===== src/rtl/alu_pkg.sv =====
// Shared ALU control constants: op codes, RV32 opcode/funct7 values and issue FSM encoding.
package alu_pkg;

    localparam logic [3:0] ALU_ADD = 4'b0010;
    localparam logic [3:0] ALU_SUB = 4'b0110;
    localparam logic [3:0] ALU_AND = 4'b0000;
    localparam logic [3:0] ALU_XOR = 4'b0001;
    localparam logic [3:0] ALU_SLL = 4'b1000;
    localparam logic [3:0] ALU_MUL = 4'b1001;
    localparam logic [3:0] ALU_SRA = 4'b1010;
    localparam logic [3:0] ALU_ILL = 4'b1111;

    localparam logic [6:0] OP_R  = 7'b0110011;
    localparam logic [6:0] OP_I  = 7'b0010011;
    localparam logic [6:0] OP_LD = 7'b0000011;
    localparam logic [6:0] OP_ST = 7'b0100011;
    localparam logic [6:0] OP_BR = 7'b1100011;

    localparam logic [6:0] F7_BASE = 7'b0000000;
    localparam logic [6:0] F7_ALT  = 7'b0100000;
    localparam logic [6:0] F7_MUL  = 7'b0000001;

    localparam logic [0:0] ST_RUN = 1'b0;
    localparam logic [0:0] ST_MUL = 1'b1;

    typedef struct packed {
        logic [3:0] ctrl;
        logic       src;
        logic       is_mul;
        logic       legal;
    } dec_t;

endpackage


===== src/rtl/alu_ctrl_dec.sv =====
// Combinational RV32 decode of opcode/funct3/funct7 into ALU control, operand select and mul/legal flags.
module alu_ctrl_dec
    import alu_pkg::*;
(
    input  logic [31:0] i_instr,
    output logic [3:0]  o_ctrl,
    output logic        o_src,
    output logic        o_is_mul,
    output logic        o_legal
);

    logic [6:0] w_op;
    logic [2:0] w_f3;
    logic [6:0] w_f7;
    logic       w_unused;
    dec_t       w_dec;

    assign w_op     = i_instr[6:0];
    assign w_f3     = i_instr[14:12];
    assign w_f7     = i_instr[31:25];
    // Register and immediate fields play no part in ALU control selection.
    assign w_unused = ^{i_instr[24:15], i_instr[11:7]};

    always_comb begin
        w_dec = '{ctrl: ALU_AND, src: 1'b0, is_mul: 1'b0, legal: 1'b0};
        case (w_op)
            OP_R: begin
                if (w_f7 == F7_BASE && w_f3 == 3'b000) w_dec = '{ALU_ADD, 1'b0, 1'b0, 1'b1};
                else if (w_f7 == F7_ALT  && w_f3 == 3'b000) w_dec = '{ALU_SUB, 1'b0, 1'b0, 1'b1};
                else if (w_f7 == F7_BASE && w_f3 == 3'b111) w_dec = '{ALU_AND, 1'b0, 1'b0, 1'b1};
                else if (w_f7 == F7_BASE && w_f3 == 3'b100) w_dec = '{ALU_XOR, 1'b0, 1'b0, 1'b1};
                else if (w_f7 == F7_BASE && w_f3 == 3'b001) w_dec = '{ALU_SLL, 1'b0, 1'b0, 1'b1};
                else if (w_f7 == F7_MUL  && w_f3 == 3'b000) w_dec = '{ALU_MUL, 1'b0, 1'b1, 1'b1};
            end
            OP_I: begin
                if (w_f3 == 3'b000) w_dec = '{ALU_ADD, 1'b1, 1'b0, 1'b1};
                else if (w_f3 == 3'b101 && w_f7 == F7_ALT) w_dec = '{ALU_SRA, 1'b1, 1'b0, 1'b1};
            end
            OP_LD, OP_ST: w_dec = '{ALU_ADD, 1'b1, 1'b0, 1'b1};
            OP_BR:        w_dec = '{ALU_SUB, 1'b0, 1'b0, 1'b1};
            default:      w_dec = '{ALU_AND, 1'b0, 1'b0, 1'b0};
        endcase
    end

    assign o_ctrl   = w_dec.ctrl;
    assign o_src    = w_dec.src;
    assign o_is_mul = w_dec.is_mul;
    assign o_legal  = w_dec.legal;

endmodule


===== src/rtl/alu_ctrl_issue.sv =====
// ID->EX issue register with multi-cycle mul hold and completion pulse.
// Optional ILLEGAL_TRAP_EN: illegal accepts issue ALU_ILL and raise illegal_o instead of being dropped.
module alu_ctrl_issue
    import alu_pkg::*;
#(
    parameter int MUL_LAT = 3,
    parameter int CNT_W   = 4
) (
    input  logic       clk_i,
    input  logic       rst_i,
    input  logic       valid_i,
    input  logic [31:0] instr_i,
    input  logic       flush_i,
    output logic       ready_o,
    output logic       valid_o,
    output logic [3:0] ALUCtrl_o,
    output logic       ALUSrc_o,
    output logic       mul_busy_o,
`ifdef ILLEGAL_TRAP_EN
    output logic       illegal_o,
`endif
    output logic       mul_done_o
);

    logic [3:0]       w_ctrl;
    logic             w_src;
    logic             w_is_mul;
    logic             w_legal;
    logic             w_ready;
    logic             w_accept;

    logic [0:0]       r_state;
    logic [CNT_W-1:0] r_cnt;
    logic             r_valid;
    logic [3:0]       r_ctrl;
    logic             r_src;
    logic             r_busy;
    logic             r_done;
`ifdef ILLEGAL_TRAP_EN
    logic             r_illegal;
`endif

    alu_ctrl_dec u_dec (
        .i_instr  (instr_i),
        .o_ctrl   (w_ctrl),
        .o_src    (w_src),
        .o_is_mul (w_is_mul),
        .o_legal  (w_legal)
    );

    // The final mul cycle (counter drained) already behaves like RUN.
    assign w_ready  = (r_state == ST_RUN) || (r_cnt == '0);
    assign w_accept = valid_i && w_ready;

    always_ff @(posedge clk_i) begin
        if (rst_i) begin
            r_state   <= ST_RUN;
            r_cnt     <= '0;
            r_valid   <= 1'b0;
            r_ctrl    <= 4'b0000;
            r_src     <= 1'b0;
            r_busy    <= 1'b0;
            r_done    <= 1'b0;
`ifdef ILLEGAL_TRAP_EN
            r_illegal <= 1'b0;
`endif
        end else if (flush_i) begin
            r_state   <= ST_RUN;
            r_cnt     <= '0;
            r_valid   <= 1'b0;
            r_busy    <= 1'b0;
            r_done    <= 1'b0;
`ifdef ILLEGAL_TRAP_EN
            r_illegal <= 1'b0;
`endif
        end else if (!w_ready) begin
            r_cnt  <= r_cnt - CNT_W'(1);
            r_done <= (r_cnt == CNT_W'(1));
        end else begin
            r_state   <= ST_RUN;
            r_cnt     <= '0;
            r_valid   <= 1'b0;
            r_busy    <= 1'b0;
            r_done    <= 1'b0;
`ifdef ILLEGAL_TRAP_EN
            r_illegal <= 1'b0;
`endif
            if (w_accept && w_legal) begin
                r_valid <= 1'b1;
                r_ctrl  <= w_ctrl;
                r_src   <= w_src;
                if (w_is_mul) begin
                    r_busy  <= 1'b1;
                    r_cnt   <= CNT_W'(MUL_LAT - 1);
                    r_done  <= (MUL_LAT == 1);
                    r_state <= (MUL_LAT == 1) ? ST_RUN : ST_MUL;
                end
            end
`ifdef ILLEGAL_TRAP_EN
            else if (w_accept) begin
                r_valid   <= 1'b1;
                r_ctrl    <= ALU_ILL;
                r_src     <= 1'b0;
                r_illegal <= 1'b1;
            end
`endif
        end
    end

    assign ready_o    = w_ready;
    assign valid_o    = r_valid;
    assign ALUCtrl_o  = r_ctrl;
    assign ALUSrc_o   = r_src;
    assign mul_busy_o = r_busy;
    assign mul_done_o = r_done;
`ifdef ILLEGAL_TRAP_EN
    assign illegal_o  = r_illegal;
`endif

endmodule

===== config.mk =====
export PLATFORM = sky130hd
export DESIGN_NAME = alu_ctrl_issue
export DESIGN_NICKNAME = d
export VERILOG_FILES = /design/src/rtl/alu_pkg.sv /design/src/rtl/alu_ctrl_dec.sv /design/src/rtl/alu_ctrl_issue.sv
export SDC_FILE = /design/constraint.sdc
export NUM_CORES = 1
export LEC_CHECK = 0
export CORE_MARGIN = 5
export CORE_UTILIZATION = 35
export DETAILED_ROUTE_END_ITERATION = 10
export GPL_TIMING_DRIVEN = 0
export PLACE_DENSITY = 0.73
export SETUP_SLACK_MARGIN = 0.02
export SLEW_MARGIN = 5
export SYNTH_ARGS = -nofsm -noshare
export SYNTH_HDL_FRONTEND = slang
export SYNTH_SLANG_ARGS = --single-unit

===== constraint.sdc =====
create_clock -name clk_i -period 2.4 [get_ports clk_i]
set_input_delay 0.36 -clock clk_i [delete_from_list [all_inputs] [get_ports clk_i]]
set_output_delay 0.36 -clock clk_i [all_outputs]
set_load 0.02 [all_outputs]

Word-level counts from Yosys, hierarchy flattened

Cells that the tools add are included.

Flip-flop bits (word level): 12
Bits of input ports: 36
Output and inout bits: 9
Word-level logic and storage cells: 53

Add/subtract/negate cells: 1
Equality and inequality tests: 12
Multiplexer cells: 15
Bitwise logic cells: 2
Reductions and logical operators: 17

Operators with widths:

| kind                  | number |
|---|---|
| $mux W7               | 8 |
| $pmux W7 S4           | 1 |
| $eq A7 B6 Y1 const B  | 3 |
| $eq A3 B3 Y1 const B  | 3 |
| $logic_and A1 B1 Y1   | 9 |
| $eq A7 B1 Y1 const B  | 1 |
| $eq A7 B2 Y1 const B  | 1 |
| $eq A7 B5 Y1 const B  | 1 |
| $eq A7 B7 Y1 const B  | 1 |
| $logic_not A7 Y1      | 1 |
| $eq A4 B1 Y1 const B  | 1 |
| $logic_not A4 Y1      | 1 |
| $mux W2               | 2 |
| $mux W4               | 1 |
| $reduce_or A2 Y1      | 2 |
| $sub A4 B1 Y4 const B | 1 |
| $eq A3 B1 Y1 const B  | 1 |
| $logic_not A3 Y1      | 1 |
| $mux W1               | 3 |
| $reduce_and A3 Y1     | 1 |
| $reduce_or A3 Y1      | 1 |
| $not A1 Y1            | 2 |
| $logic_or A1 B1 Y1    | 1 |

Depth between registers and ports, before layout

Gate-level depths: netlist (run 1).

Depth after elaboration: 12
Depth in mapped cells: 7
Depth with buffers taken out: 7

Cells and area by module

From an unflattened synthesis (run 1), not the netlist that was laid out.

Cell total of the unflattened synthesis: 91
Area, all modules: 810.8 µm²

Modules (own cells, without submodules):

| module         | times used | cells an instance | area each (µm²) | seq. area each (µm²) |
|---|---|---|---|---|
| alu_ctrl_issue | 1          | 53                | 531.8           | 240.2 |
| alu_ctrl_dec   | 1          | 38                | 279.0           | 0.0 |

Least setup slack after synthesis (run 1)

No wires, ideal clock.

Kind: in2reg
Start point: input port instr_i[14]
End point: register r_ctrl[1], in the netlist ALUCtrl_o[1]
Library setup time: 0.127 ns
Arrival: 1.811 ns
Data required time: 2.273 ns
Path slack: 0.461 ns
Stages: 6
Path buffers: 1
Cells stage by stage: buf_6 -> maj3_2 -> or3_4 -> a2111oi_4 -> o21ai_1 -> nor3b_2

Longest elaborated chain between the ends: 11
Elaborated cells on any way between the ends: 23
Those cells by class: eq/ne: 4; mux: 9; reduce/logical: 10

Ends and longest elaborated chain:

| element                     | line                 | RTL |
|---|---|---|
| start: declaration          | alu_ctrl_issue.sv:12 | `input logic [31:0] instr_i,` |
| $logic_not A3 Y1            | --                   |  |
| $logic_and A1 B1 Y1         | alu_ctrl_dec.sv:33   | `else if (w_f7 == F7_MUL && w_f3 == 3'b000) w_dec = '{ALU_MUL, 1'b0, 1'b1, 1'b1};` |
| $mux W7                     | alu_ctrl_dec.sv:33   |  |
| $mux W7                     | alu_ctrl_dec.sv:32   | `else if (w_f7 == F7_BASE && w_f3 == 3'b001) w_dec = '{ALU_SLL, 1'b0, 1'b0, 1'b1};` |
| $mux W7                     | alu_ctrl_dec.sv:31   | `else if (w_f7 == F7_BASE && w_f3 == 3'b100) w_dec = '{ALU_XOR, 1'b0, 1'b0, 1'b1};` |
| $mux W7                     | alu_ctrl_dec.sv:30   | `else if (w_f7 == F7_BASE && w_f3 == 3'b111) w_dec = '{ALU_AND, 1'b0, 1'b0, 1'b1};` |
| $mux W7                     | alu_ctrl_dec.sv:29   | `else if (w_f7 == F7_ALT && w_f3 == 3'b000) w_dec = '{ALU_SUB, 1'b0, 1'b0, 1'b1};` |
| $mux W7                     | alu_ctrl_dec.sv:28   | `if (w_f7 == F7_BASE && w_f3 == 3'b000) w_dec = '{ALU_ADD, 1'b0, 1'b0, 1'b1};` |
| $pmux W7 S4 *               | alu_ctrl_dec.sv:26   | `case (w_op)` |
| $logic_and A1 B1 Y1         | alu_ctrl_issue.sv:88 | `if (w_accept && w_legal) begin` |
| $reduce_and A3 Y1 (no line) | --                   |  |
| end signal: assignment      | alu_ctrl_issue.sv:90 | `r_ctrl <= w_ctrl;` |
| end: declaration            | alu_ctrl_issue.sv:35 | `logic [3:0] r_ctrl;` |

Every way passes the cells marked *; elsewhere a longest branch is shown, timed or not.
A chain may end at the register's enable or synchronous reset.

Final worst setup path (run 1)

Start point: input port instr_i[12]
End point: register r_ctrl[1], in the netlist ALUCtrl_o[1]

The elaborated chain is that of the path after synthesis.

==> results of run 1 <==
[power by group]
part	switching, mW	internal, mW	total, mW	leakage [nW]
Combinational	0.0316	0.0382	0.0698	0.243
Clock	0.0674	0.0922	0.160	0.0210
Sequential	0.0000864	0.199	0.199	0.0966
[metal layers]
layer	share of wire [%]	GRT usage [%]	wire, um
met2	50	20.5	976
met4	0.61	3.97	12
met5	0	0	0
met1	43	14.1	850
met3	6.6	2.67	130
[layout by cell type, fill, tap and decap left out, types with 2 or more instances in the layout]
cell type        count
nor3b_1              2
ha_1                 2
o21ai_0              3
nor4_1               5
nor3b_2              2
inv_1                5
nor4bb_1             2
xnor2_1              2
a21oi_1              4
clkbuf_1             4
o22ai_1              3
nand2_1              3
nand2b_1             3
nor3_1               6
nand3_1              4
dfxtp_1             12
nand4_1              3
nor2_1               5
clkdlybuf4s50_1     25
clkbuf_4             3
o21ai_1              3
or3b_2               2
mux2i_1              2
nor2b_1              2
[cell type report]
cell class	count	area, um^2
fillers	216	1070
multi-input cells	72	515
repair buffers	25	250
flip-flops and latches	12	240
clock buffers	4	36.3
well taps	28	35.0
plain buffers	5	26.3
inverters	5	18.8
[timing repair]
action	in CTS	in global routing
gates resized for setup	0	1
endpoints found under the setup margin	0	1
hold buffers	0	0
[registers in the layout, indices dropped and copies added (netlist names)]
register,cells
r_cnt,4
mul_busy_o,1
mul_done_o,1
valid_o,1
ALUCtrl_o,4
ALUSrc_o,1
[kinds of logic (layout without fill, tap and decap cells)]
group / after synthesis / count (layout) / share of synthesized area (%)
and+or+nand+nor: 47 / 47 / 38.1
DFF: 12 / 12 / 30.2
xor gates and xnor gates: 3 / 3 / 3.30
adders and majority gates: 3 / 3 / 4.56
buffers and inverters: 10 / 39 / 5.66
AOI/OAI and AO/OA: 17 / 17 / 15.7
muxes: 2 / 2 / 2.52
[metrics by stage]
| stage | setup TNS (ns) | hold WS (ns) | power (mW) | std cells |
|---|---|---|---|---|
| floorplan | 0 | 0.429 | 0.234 | 94 |
| global placement | -0.534 | 0.441 | 0.272 | 147 |
| detailed placement | -0.696 | 0.447 | 0.273 | 147 |
| CTS | 0 | 0.426 | 0.434 | 151 |
| global route | 0 | 0.455 | 0.451 | 151 |
| finish | 0 | 0.429 | 0.428 | 151 |
[worst max path at each step]
stage                            from      endpoint  slack, ns  depth (start not counted)
final                     instr_i[12]  ALUCtrl_o[1]       0.15                          6
after global routing      instr_i[12]  ALUCtrl_o[1]       0.04                          6
after CTS                    r_cnt[0]       ready_o       0.11                          5
after detailed placement  instr_i[12]  ALUCtrl_o[1]      -0.14                          6
after global placement    instr_i[12]  ALUCtrl_o[1]      -0.12                          6
after floorplan           instr_i[14]  ALUCtrl_o[1]       0.46                          6
[worst reg2reg max path, stage by stage (launching register included)]
cell	delay [ns]
dfxtp_1	0.37
inv_1	0.06
ha_1	0.22
nor3b_2	0.17
o21ai_0	0.47
a211oi_2	0.15
or3b_2	0.49
a21oi_1	0.12
==> results_dict.tcl, run 1 <==
set metrics [dict create \
    clockRootBuffer "clkbuf_4" \
    ys_ff_latch 12 \
    max_freq_mhz 445 \
    via_per_inst 5.47 \
    cp_top_family "compound AO/OA/AOI/OAI gates" \
    drt.antenna.violating_nets 0 \
    antennaDiodeCount 0 \
    path_buf_inv 1 \
    cp-end-kind "flop" \
    synth_commonest_cells "dfxtp_1 (12), nor3_1 (6), inv_1 (5), nor2_1 (5), nor4_1 (5)" \
    die_area_mm2 0.00333 \
    rows 17 \
    layout.nets 162 \
    critPathLaunchType "input pin" \
    grt_usage_pct 11.8 \
    cp_slowest_cell "clkdlybuf4s50_1" \
    finalCritPeriodShare_pct 93.7 \
    drv_cap 0 \
    avgSynthCellArea_um2 8.47 \
    min_path_cells 3 \
    grt_overflow_total 0 \
    ioPinCount 45 \
    fin_ws_ns 0.152 \
    arrival_ns 2.40 \
    place_area_mm2 0.00108 \
    hpwl_um 1580 \
    reg2reg_depth 7 \
    final-setup-viol-count 0 \
    slowest_delay_ns 0.54 \
    ys_types 37 \
    clk_pin_slew_ns 0.08 \
    finalClockSkew_ns 0.00601 \
    syn_area_um2 796 \
    synth_flop_cell "dfxtp_1" \
    drt_pass1_iterations 4 \
    hold_end "mul_busy_o" \
    cts_sinks 12 \
    initial_core_util_pct 36.3 \
    rsz0062_at_grt "false" \
    regToRegSetupSlack_ns 0.29 \
    synth.most_common_cell "dfxtp_1" \
    yosysTopAreaCellShare_pct 30.2 \
    ys_warn_count 0 \
    cts_setup_buffers 0 \
    preCtsSetupSlack_ns -0.138 \
    reg2reg_to "ALUCtrl_o[2]" \
    synthTopCellsByArea "dfxtp_1 (30%), nor4_1 (3.9%), nor3_1 (3.8%), a2111oi_4 (3.5%), ha_1 (3.1%)" \
    period_minus_slack_ns 2.25 \
    maxSlewViolCount 0 \
    fin_area_mm2 0.00112 \
    clockBufferDepth 2 \
    numCtsBuffers 3 \
    drcViolationCount 0 \
    worstHoldStart "instr_i[14]" \
    yosys.area.top_type "dfxtp_1" \
    critical_path_required_ns 2.55 \
    utilization_pct 51.2 \
    layout-drive-gt1-share_pct 11.4 \
    leakage_nw 0.361 \
    clock_latency_ns 0.27 \
    worstPathMaxFanout 8 \
    die_w_um 57.7 \
    ir_worst_vdd_v 0.000159 \
    synth-edff-count 0 \
    place.port_buffers 25 \
    worstPathCellList "clkdlybuf4s50_1 -> maj3_2 -> or3_4 -> a2111oi_4 -> o21ai_1 -> nor3b_2" \
    grt_pass1_vias 756 \
    drtIter0Drc 15 \
    r2r_start "r_cnt[0]" \
    wl_per_cell_um 13.0 \
    postRouteWirelength_um 1970 \
    grt_max_degree 11 \
    vias 826 \
    core_mm2 0.00219 \
    antenna_found_initial 0 \
    synth_cells 94 \
    die_h_um 57.7 \
    hp-class "input pin to flop" \
    place_congestion 0.913 \
    final_hold_viol_count 0 \
    grt_pass1_wl_um 3170 \
    async_reset_ff_share_pct 0 \
    synthToLayoutAreaGrowth_pct 41.0 \
    syn_nets 132 \
    cts_tree "yes" \
    cts_htree_levels 1 \
    critPathKind "input pin to flop" \
    worst_slew_pin_slew_ns 0.569 \
    seq_area_frac_synth_pct 30.2 \
    p_per_area_mw_per_mm2 382 \
    status "complete, no violations" \
    relSlewSlack_pct 61.6 \
]
No activity file was read; power rests on OpenSTA's default activity.
==> run 2, diff against run 1 <==
--- a/config.mk
+++ b/config.mk
@@ -11,7 +11,7 @@
 export GPL_TIMING_DRIVEN = 0
 export PLACE_DENSITY = 0.73
 export SETUP_SLACK_MARGIN = 0.02
-export SLEW_MARGIN = 5
+export SLEW_MARGIN = 20
 export SYNTH_ARGS = -nofsm -noshare
 export SYNTH_HDL_FRONTEND = slang
 export SYNTH_SLANG_ARGS = --single-unit
==> results of run 2 <==
Final layout, timing and power as in run 1 (identical DEF).
==> run 3, diff against run 2 <==
==> constraint.sdc (replaced) <==
create_clock -name clk_i -period 2.8 [get_ports clk_i]
set_input_delay 0.42 -clock clk_i [delete_from_list [all_inputs] [get_ports clk_i]]
set_output_delay 0.42 -clock clk_i [all_outputs]
set_load 0.05 [all_outputs]
==> run 3 against run 2 <==
- clock power decreased by 14%
- count of clock-buffer cells in the layout stayed put
- total power down 14%
- sequential share of layout area increased by 0.096 points
- register-to-register slack gained 0.41 ns
- non-clock buffer count did not move
- combinational power down 14%
- worst hold slack improved by 0.030 ns
==> results_dict.tcl, run 3 (synthesized netlist as in run 1, its figures left out) <==
set metrics [dict create \
    status "complete, no violations" \
    critPathLaunchType "flop" \
    numCtsBuffers 3 \
    clk_pin_slew_ns 0.07 \
    worstPathMaxFanout 4 \
    finalClockSkew_ns 0.00611 \
    grt_use_met1_pct 14.1 \
    hold_ws_ns 0.459 \
    core_mm2 0.00219 \
    die_h_um 57.7 \
    power_frac_comb_pct 16.4 \
    maxSlewViolCount 0 \
    worstPathCellList "inv_1 -> ha_1 -> nor3b_1 -> nand2b_1 -> clkdlybuf4s50_1" \
    layout.nets 162 \
    grt_use_met2_pct 20.5 \
    drt_pass1_iterations 4 \
    intPower_mw 0.282 \
    drtIter0Drc 13 \
    wl_per_cell_um 12.9 \
    grt_busiest_layer "met2" \
    path_buf_inv 2 \
    drcViolationCount 0 \
    critPathKind "flop to output pin" \
    slowest_delay_ns 0.80 \
    grt_overflow_total 0 \
    grt_pass1_vias 756 \
    die_w_um 57.7 \
    ioPinCount 45 \
    period_minus_slack_ns 2.52 \
    cts_tree "yes" \
    drt.antenna.violating_nets 0 \
    cts_htree_levels 1 \
    final_hold_viol_count 0 \
    grt_usage_pct 11.8 \
    grt_max_degree 11 \
    min_path_cells 1 \
    seqPwrFrac_pct 46.4 \
    via_per_inst 5.45 \
    final-setup-viol-count 0 \
    p_sw_mw 0.0851 \
    clkPwrFrac_pct 37.2 \
    multi_input_area_um2 510 \
    relSlewSlack_pct 61.6 \
    reg2reg_to "ALUCtrl_o[2]" \
    clockBufferDepth 2 \
    cts_sinks 12 \
    cp_top_family "buffers and inverters" \
    grt_pass1_wl_um 3170 \
    postCtsHoldBufs 0 \
    p_per_area_mw_per_mm2 329 \
    clockRootBuffer "clkbuf_4" \
    antenna_found_initial 0 \
    crit_cells 5 \
    die_area_mm2 0.00333 \
    final_common_cell "clkdlybuf4s50_1" \
    nFillCells 215 \
    antennaDiodeCount 0 \
    cts_setup_buffers 0 \
    drv_cap 0 \
    leakage_nw 0.358 \
    finalPower_mw 0.367 \
    critical_path_required_ns 2.38 \
    worstHoldStart "r_cnt[0]" \
    rows 17 \
    hold_end "r_cnt[0]" \
    postRouteWirelength_um 1940 \
    cts_resized 0 \
    arrival_ns 2.10 \
    hpwl_um 1580 \
    switching_share_pct 23.2 \
    ir_worst_vdd_v 0.000136 \
    regArea_um2 240 \
    initial_core_util_pct 36.3 \
    worst_slew_pin_slew_ns 0.569 \
    place.port_buffers 25 \
    layout-drive-gt1-share_pct 10.6 \
    reg2reg_depth 7 \
    regToRegSetupSlack_ns 0.70 \
    cp-end-kind "output pin" \
    max_freq_mhz 397 \
    hp-class "flop to flop" \
    rsz0062_at_grt "false" \
    final_cell_mix "clkdlybuf4s50_1 (25), dfxtp_1 (12), nor3_1 (6)" \
    place_congestion 0.913 \
    synthToLayoutAreaGrowth_pct 40.4 \
    vias 823 \
    finalCritPeriodShare_pct 90.0 \
    grt_util_met3_pct 2.67 \
    final.setup.tns_ns 0 \
    clock_latency_ns 0.27 \
    cp_slowest_cell "clkdlybuf4s50_1" \
    r2r_start "r_cnt[0]" \
]
## run 3: worst max-delay path by stage
stage | endpoint | slack, ns | from
CTS | ready_o | 0.25 | r_cnt[0]
global placement | ALUCtrl_o[1] | 0.22 | instr_i[12]
global route | ready_o | 0.12 | r_cnt[0]
detailed placement | ALUCtrl_o[1] | 0.20 | instr_i[12]
finish | ready_o | 0.28 | r_cnt[0]
floorplan | mul_done_o | 0.76 | r_cnt[0]
## run 3: cell type report
class                           instances  area share (%)
Clock buffer                            4            3.25
Sequential cell                        12            21.5
Timing Repair Buffer                   25            22.4
Multi-Input combinational cell         72            45.7
Inverter                                5            1.68
Buffer                                  5            2.35
Tap cell                               28            3.14
## run 3: stage by stage
| step | instances | utilization (%) | instance area (um^2) | setup slack (ns) |
|---|---|---|---|---|
| detailed placement | 147 | 49.3 | 1080 | 0.202 |
| finish | 151 | 51.0 | 1120 | 0.280 |
| CTS | 151 | 51.0 | 1120 | 0.249 |
| global placement | 147 | 49.3 | 1080 | 0.223 |
| floorplan | 94 | - | 796 | 0.763 |
| global route | 151 | 51.0 | 1120 | 0.124 |
## run 3: power groups by stage
| stage | clock, mW | sequential [mW] | combinational (mW) |
|---|---|---|---|
| 2_1_floorplan | 0 | 0.175 | 0.0258 |
| 3_3_place_gp | 0 | 0.175 | 0.0584 |
| 3_5_place_dp | 0 | 0.175 | 0.0597 |
| 4_1_cts | 0.142 | 0.171 | 0.0599 |
| 5_1_grt | 0.151 | 0.171 | 0.0649 |
| 6_report | 0.137 | 0.171 | 0.0602 |
## run 3: metal layers
| metal | up-vias | routed length [um] |
|---|---|---|
| met4 | 0 | 12 |
| met5 | - | 0 |
| met1 | 371 | 850 |
| met3 | 4 | 136 |
| li1 | 410 | - |
| met2 | 38 | 943 |
==> variant 1: new RTL, flow settings as in run 2 <==
`CNT_W`: 4 -> 3.
--- a/src/rtl/alu_ctrl_issue.sv
+++ b/src/rtl/alu_ctrl_issue.sv
@@ -5,5 +5,5 @@
 #(
     parameter int MUL_LAT = 3,
-    parameter int CNT_W   = 4
+    parameter int CNT_W   = 3
 ) (
     input  logic       clk_i,
Formal check against the unedited RTL: same outputs for any inputs over 10 cycles, from zero or initial values and one cycle with rst_i high; that may be too few to reach the edited logic, so the function may still have changed.
==> variant 1 against run 2 <==
  * Routed wire length is 8.9% lower
  * Area after synthesis is 3.3% lower
  * Cell area is 0.89% lower
  * First-iteration DRC count is 6.7% lower
  * Total power is 10% lower
  * Sequential cell count is 1 lower
  * Sequential power is 9% lower
  * Critical path type unchanged
  * Setup slack better by 0.021 ns
  * Via count is 8.7% lower
==> variant 1: results (changes against run 2) <==
Placed design
  • Place WS: -0.122 ns (+0.0160 ns)
  • DP Wirelength: 1.51 mm (-4.3%)
  • Post-DP Area: 1080 um^2 (+0.35%)
  • # port buffers: 28 (+12%)
  • Placed Cells incl. Taps: 142 (-3.4%)

Power and ir drop
  • Max rail drop VDD: 0.197 mV (+24%)
  • Power Sequential: 0.000182 W (-9%)

Logic synthesis
  • Avg Inst Size Synth: 8.95 um^2 (+5.7%)
  • Register area share after synthesis: 28.6% (-1.6 points)
  • XOR/XNOR Fraction of Synth Area: 3.41% (+0.11 points)
  • Multiplexer area fraction after synthesis: 7.15% (+4.6 points)
  • Top cells by count, synth: 11 x dfxtp_1, 9 x nand2_1, 6 x inv_1

Routing
  • Vias: 754 (-8.7%)
  • Iteration-0 DRC Markers: 14 (-1)

Timing
  • Hold Slack: 0.373 ns (-0.0563 ns)
  • Final setup skew: 0.00664 ns (+0.000632 ns)

Global routing
  • Largest net degree at the start of global routing: 10 (-1)
  • Vias in the first global route: 731 (-3.3%)
  • Gr usage total: 12.1% (+0.35 points)

Worst hold path
  • Worst hold start: instr_i[25]
  • Hold path cells: 2 (-1)

Critical path
  • Reg2reg end: ALUCtrl_o[3]
  • Setup slack, reg-to-reg: 0.44 ns (+0.15 ns)

Outcome
  • Outcome: complete, no violations

Final layout
  • Share of layout cells above drive strength 1: 16.9% (+5.6 points)
  • Final nets: 158 (-2.5%)
==> variant 1: changes by cell type after synthesis, moves of 2 or more <==
cell	change
or3b_2	-2
nor4_1	-5
clkbuf_1	-4
nor4bb_1	-2
o21ai_1	-3
nand4_1	-2
and2_2	+2
a41o_2	+2
o22ai_1	-3
nand2_1	+6
mux2i_1	+2
nor3_1	-3
==> variant 1: area by class of cell <==
class	count	area (um^2)	share of cell area, %
Buffer	1	11.3	1.01
Multi-Input combinational cell	68	515	46.3
Timing Repair Buffer	28	280	25.2
Tap cell	28	35.0	3.15
Inverter	6	22.5	2.02
Clock buffer	3	22.5	2.02
Clock inverter	1	5.00	0.450
Sequential cell	11	220	19.8
==> variant 1: worst max-delay path: stages <==
cell	delay (ns)
clkdlybuf4s50_1	0.53
or3_4	0.46
a21oi_1	0.13
nor2_1	0.09
o31ai_4	0.49
mux2_4	0.34
==> variant 1: worst max-delay path by stage <==
stage	startpoint	to	slack, ns	cells past startpoint
detailed placement	instr_i[14]	ALUCtrl_o[3]	-0.12	6
global route	instr_i[14]	ALUCtrl_o[3]	0.03	6
CTS	instr_i[14]	ALUCtrl_o[3]	0.17	6
floorplan	r_cnt[0]	ALUCtrl_o[3]	0.49	7
global placement	instr_i[14]	ALUCtrl_o[3]	-0.10	6
finish	instr_i[14]	ALUCtrl_o[3]	0.17	6
==> variant 1: kinds of logic (layout without fill, tap and decap cells) <==
group                    Yosys count  after routing
AND/OR/NAND/NOR                   41             41
adder cells (fa/ha/maj)            3              3
multiplexers                       5              5
buffers and inverters              7             39
AO/OA/AOI/OAI                     16             16
XOR/XNOR                           3              3
flip-flops                        11             11
==> variant 1: metal layers <==
metal,GRT usage [%],share of wire (%)
met3,1.84,5.8
met4,6.95,2.5
met2,20.2,48
met1,14.5,43
met5,0,0
==> variant 2: new RTL, settings of run 2 <==
Without the edit above. Reset style: asynchronous (`rst_i`), changed in one clocked block.
--- a/src/rtl/alu_ctrl_issue.sv
+++ b/src/rtl/alu_ctrl_issue.sv
@@ -53,5 +53,5 @@
     assign w_accept = valid_i && w_ready;
 
-    always_ff @(posedge clk_i) begin
+    always_ff @(posedge clk_i or posedge rst_i) begin
         if (rst_i) begin
             r_state   <= ST_RUN;
Function: differs if rst_i is asserted again (counterexample within 4 cycles, from zero or initial values and one cycle with rst_i high); with rst_i held inactive, the same outputs for 10 cycles.
==> variant 2 against run 2 <==
  * Total power up 5.0%
  * Setup slack better by 0.19 ns
  * Die area up 7.3%
  * Global-route usage up 0.87 points
  * Worst hold slack worse by 0.040 ns
  * Routed wire length up 0.46%
  * Sequential share of layout area up 4.2 points
  * Cell area up 4.7%
  * Area after synthesis up 8.8%
  * Count of clock-buffer cells in the layout down 1
  * Via count down 8.6%
  * Non-clock buffer count down 1
  * Sequential cell count unchanged
  * Cell count down 1.3%
  * Highest routed layer unchanged
==> variant 2: results (changes against run 2) <==
Logic synthesis
  • Ys async rst share: 100% (+100 points)
  • Synth Area in Compound Gates: 18.6% (+2.9 points)
  • Multiplexer area fraction after synthesis: 2.89% (+0.37 points)
  • Ranking of synthesized cells by area: dfrtp_1 35%, ha_1 4.3%, inv_1 4.3%, nor2_1 4.3%, xnor2_1 4.0%
  • Synth Area in Adders: 4.34% (-0.22 points)
  • XOR/XNOR Fraction of Synth Area: 4.05% (+0.74 points)
  • Yosys cell types: 41 (+11%)
  • Top cells by count, synth: 12 x dfrtp_1, 10 x inv_1, 10 x nor2_1
  • Register area share after synthesis: 34.7% (+4.5 points)
  • Syn_nets: 130 (-1.5%)

Timing
  • Worst-Margin Slew: 0.433 ns (-0.137 ns)
  • Final setup skew: 0.00193 ns (-0.00409 ns)
  • Setup TNS: 0 ns (unchanged)

Placed design
  • DP Wirelength: 1.65 mm (+4.5%)
  • Post-DP Area: 1150 um^2 (+6.7%)
  • Final weighted congestion in routability-driven placement: 0.845 (-7.4%)

Routing
  • Total Wirelength: 1.98 mm (+0.46%)
  • M1 WL: 890 um (+4.7%)
  • Wire length on met3: 104 um (-20%)
  • DRT Pass-1 Iters: 4 (unchanged)
  • Routed wl met2: 944 um (-3.3%)
  • Via-per-instance ratio: 5.07 (-7.4%)
  • Iteration-0 DRC Markers: 36 (+21)

Global routing
  • Vias in the first global route: 772 (+2.1%)
  • Routing usage on met1: 16.2% (+2.1 points)
  • Largest net degree at the start of global routing: 13 (+2)
  • Met2 Use GR: 20.2% (-0.27 points)
  • Gr usage total: 12.6% (+0.87 points)
  • First-pass GRT wire length: 3.43 mm (+8.0%)
  • Met3 Track Usage GR: 1.94% (-0.73 points)
  • Gr ovfl total: 0 (unchanged)

Final layout
  • # fillers: 234 (+8.3%)
  • Antenna Diode Count: 0 (unchanged)
  • Final nets: 160 (-1.2%)
  • Share of layout cells above drive strength 1: 13.4% (+2.1 points)

Critical path
  • Slowest CP cell: dfrtp_1
  • CP Launch Point: r_cnt[0]
  • Cell family with most CP delay: buffers and inverters
  • Crit path capture type: output port
  • Crit-path max cell delay: 0.41 ns (-0.13 ns)
  • Crit Path Max Fanout: 6 (-2)
  • CP arrival: 1.70 ns (-0.70 ns)

Clock tree
  • Worst skew pair latency: 0.26 ns
  • Buffer levels on the longest clock path: 2 (unchanged)
  • Clk slew on worst S/H paths: 0.06 ns (-0.02 ns)

Worst hold path
  • Worst min path class: input pin to asynchronous set/reset pin

Power and ir drop
  • Max rail drop VDD: 0.199 mV (+26%)
  • P_leak: 0.493 nW (+37%)

Outcome
  • Outcome: complete, no violations
variant 2: cell types whose count changed after synthesis, moves of 4 or more:
cell	change
clkbuf_1	-4
dfrtp_1	+12
dfxtp_1	-12
inv_1	+5
nor2_1	+5
variant 2: logic make-up after synthesis:
family	count (synthesis)
xor gates and xnor gates	4
adders and majority gates	3
and+or+nand+nor	39
buffers and inverters	14
DFF	12
muxes	2
AOI/OAI and AO/OA	17
variant 2: power by group:
group | switching, W | total [W] | internal, W
combinational | 0.0000532 | 0.000115 | 0.0000619
sequential | 0.00000620 | 0.000219 | 0.000213
clock | 0.0000579 | 0.000116 | 0.0000580
total | 0.000117 | 0.000450 | 0.000333
variant 2: repair_timing:
item | CTS | global route
resized for setup | 1 | 0
endpoints found under the hold margin | 0 | 0
setup endpoints to repair | 1 | 0
buffers inserted | 0 | 0
variant 2: worst paths after layout:
check,cells after the start,endpoint,slack (ns)
min in group clk_i,3,mul_busy_o,0.42
hold reg to reg,1,r_cnt[0],0.49
max in group asynchronous,2,valid_o,1.71
hold / removal,2,ALUCtrl_o[3],0.39
setup reg to reg,7,ALUCtrl_o[2],0.50
setup / recovery,5,ready_o,0.34
variant 2: metrics by stage:
| step | instances | setup WS, ns |
|---|---|---|
| after CTS | 149 | 0.314 |
| after detailed placement | 146 | 0.190 |
| final | 149 | 0.337 |
| after global placement | 146 | 0.218 |
| after floorplan | 91 | 0.542 |
| after global routing | 149 | 0.217 |
variant 2: final cells by class:
cell class	instances	area (um^2)	share of cell area (%)
flip-flops and latches	12	300	25.6
well taps	30	37.5	3.19
inverters	10	37.5	3.19
plain buffers	4	26.3	2.24
repair buffers	25	249	21.2
clock buffers	3	22.5	1.92
multi-input cells	65	502	42.7
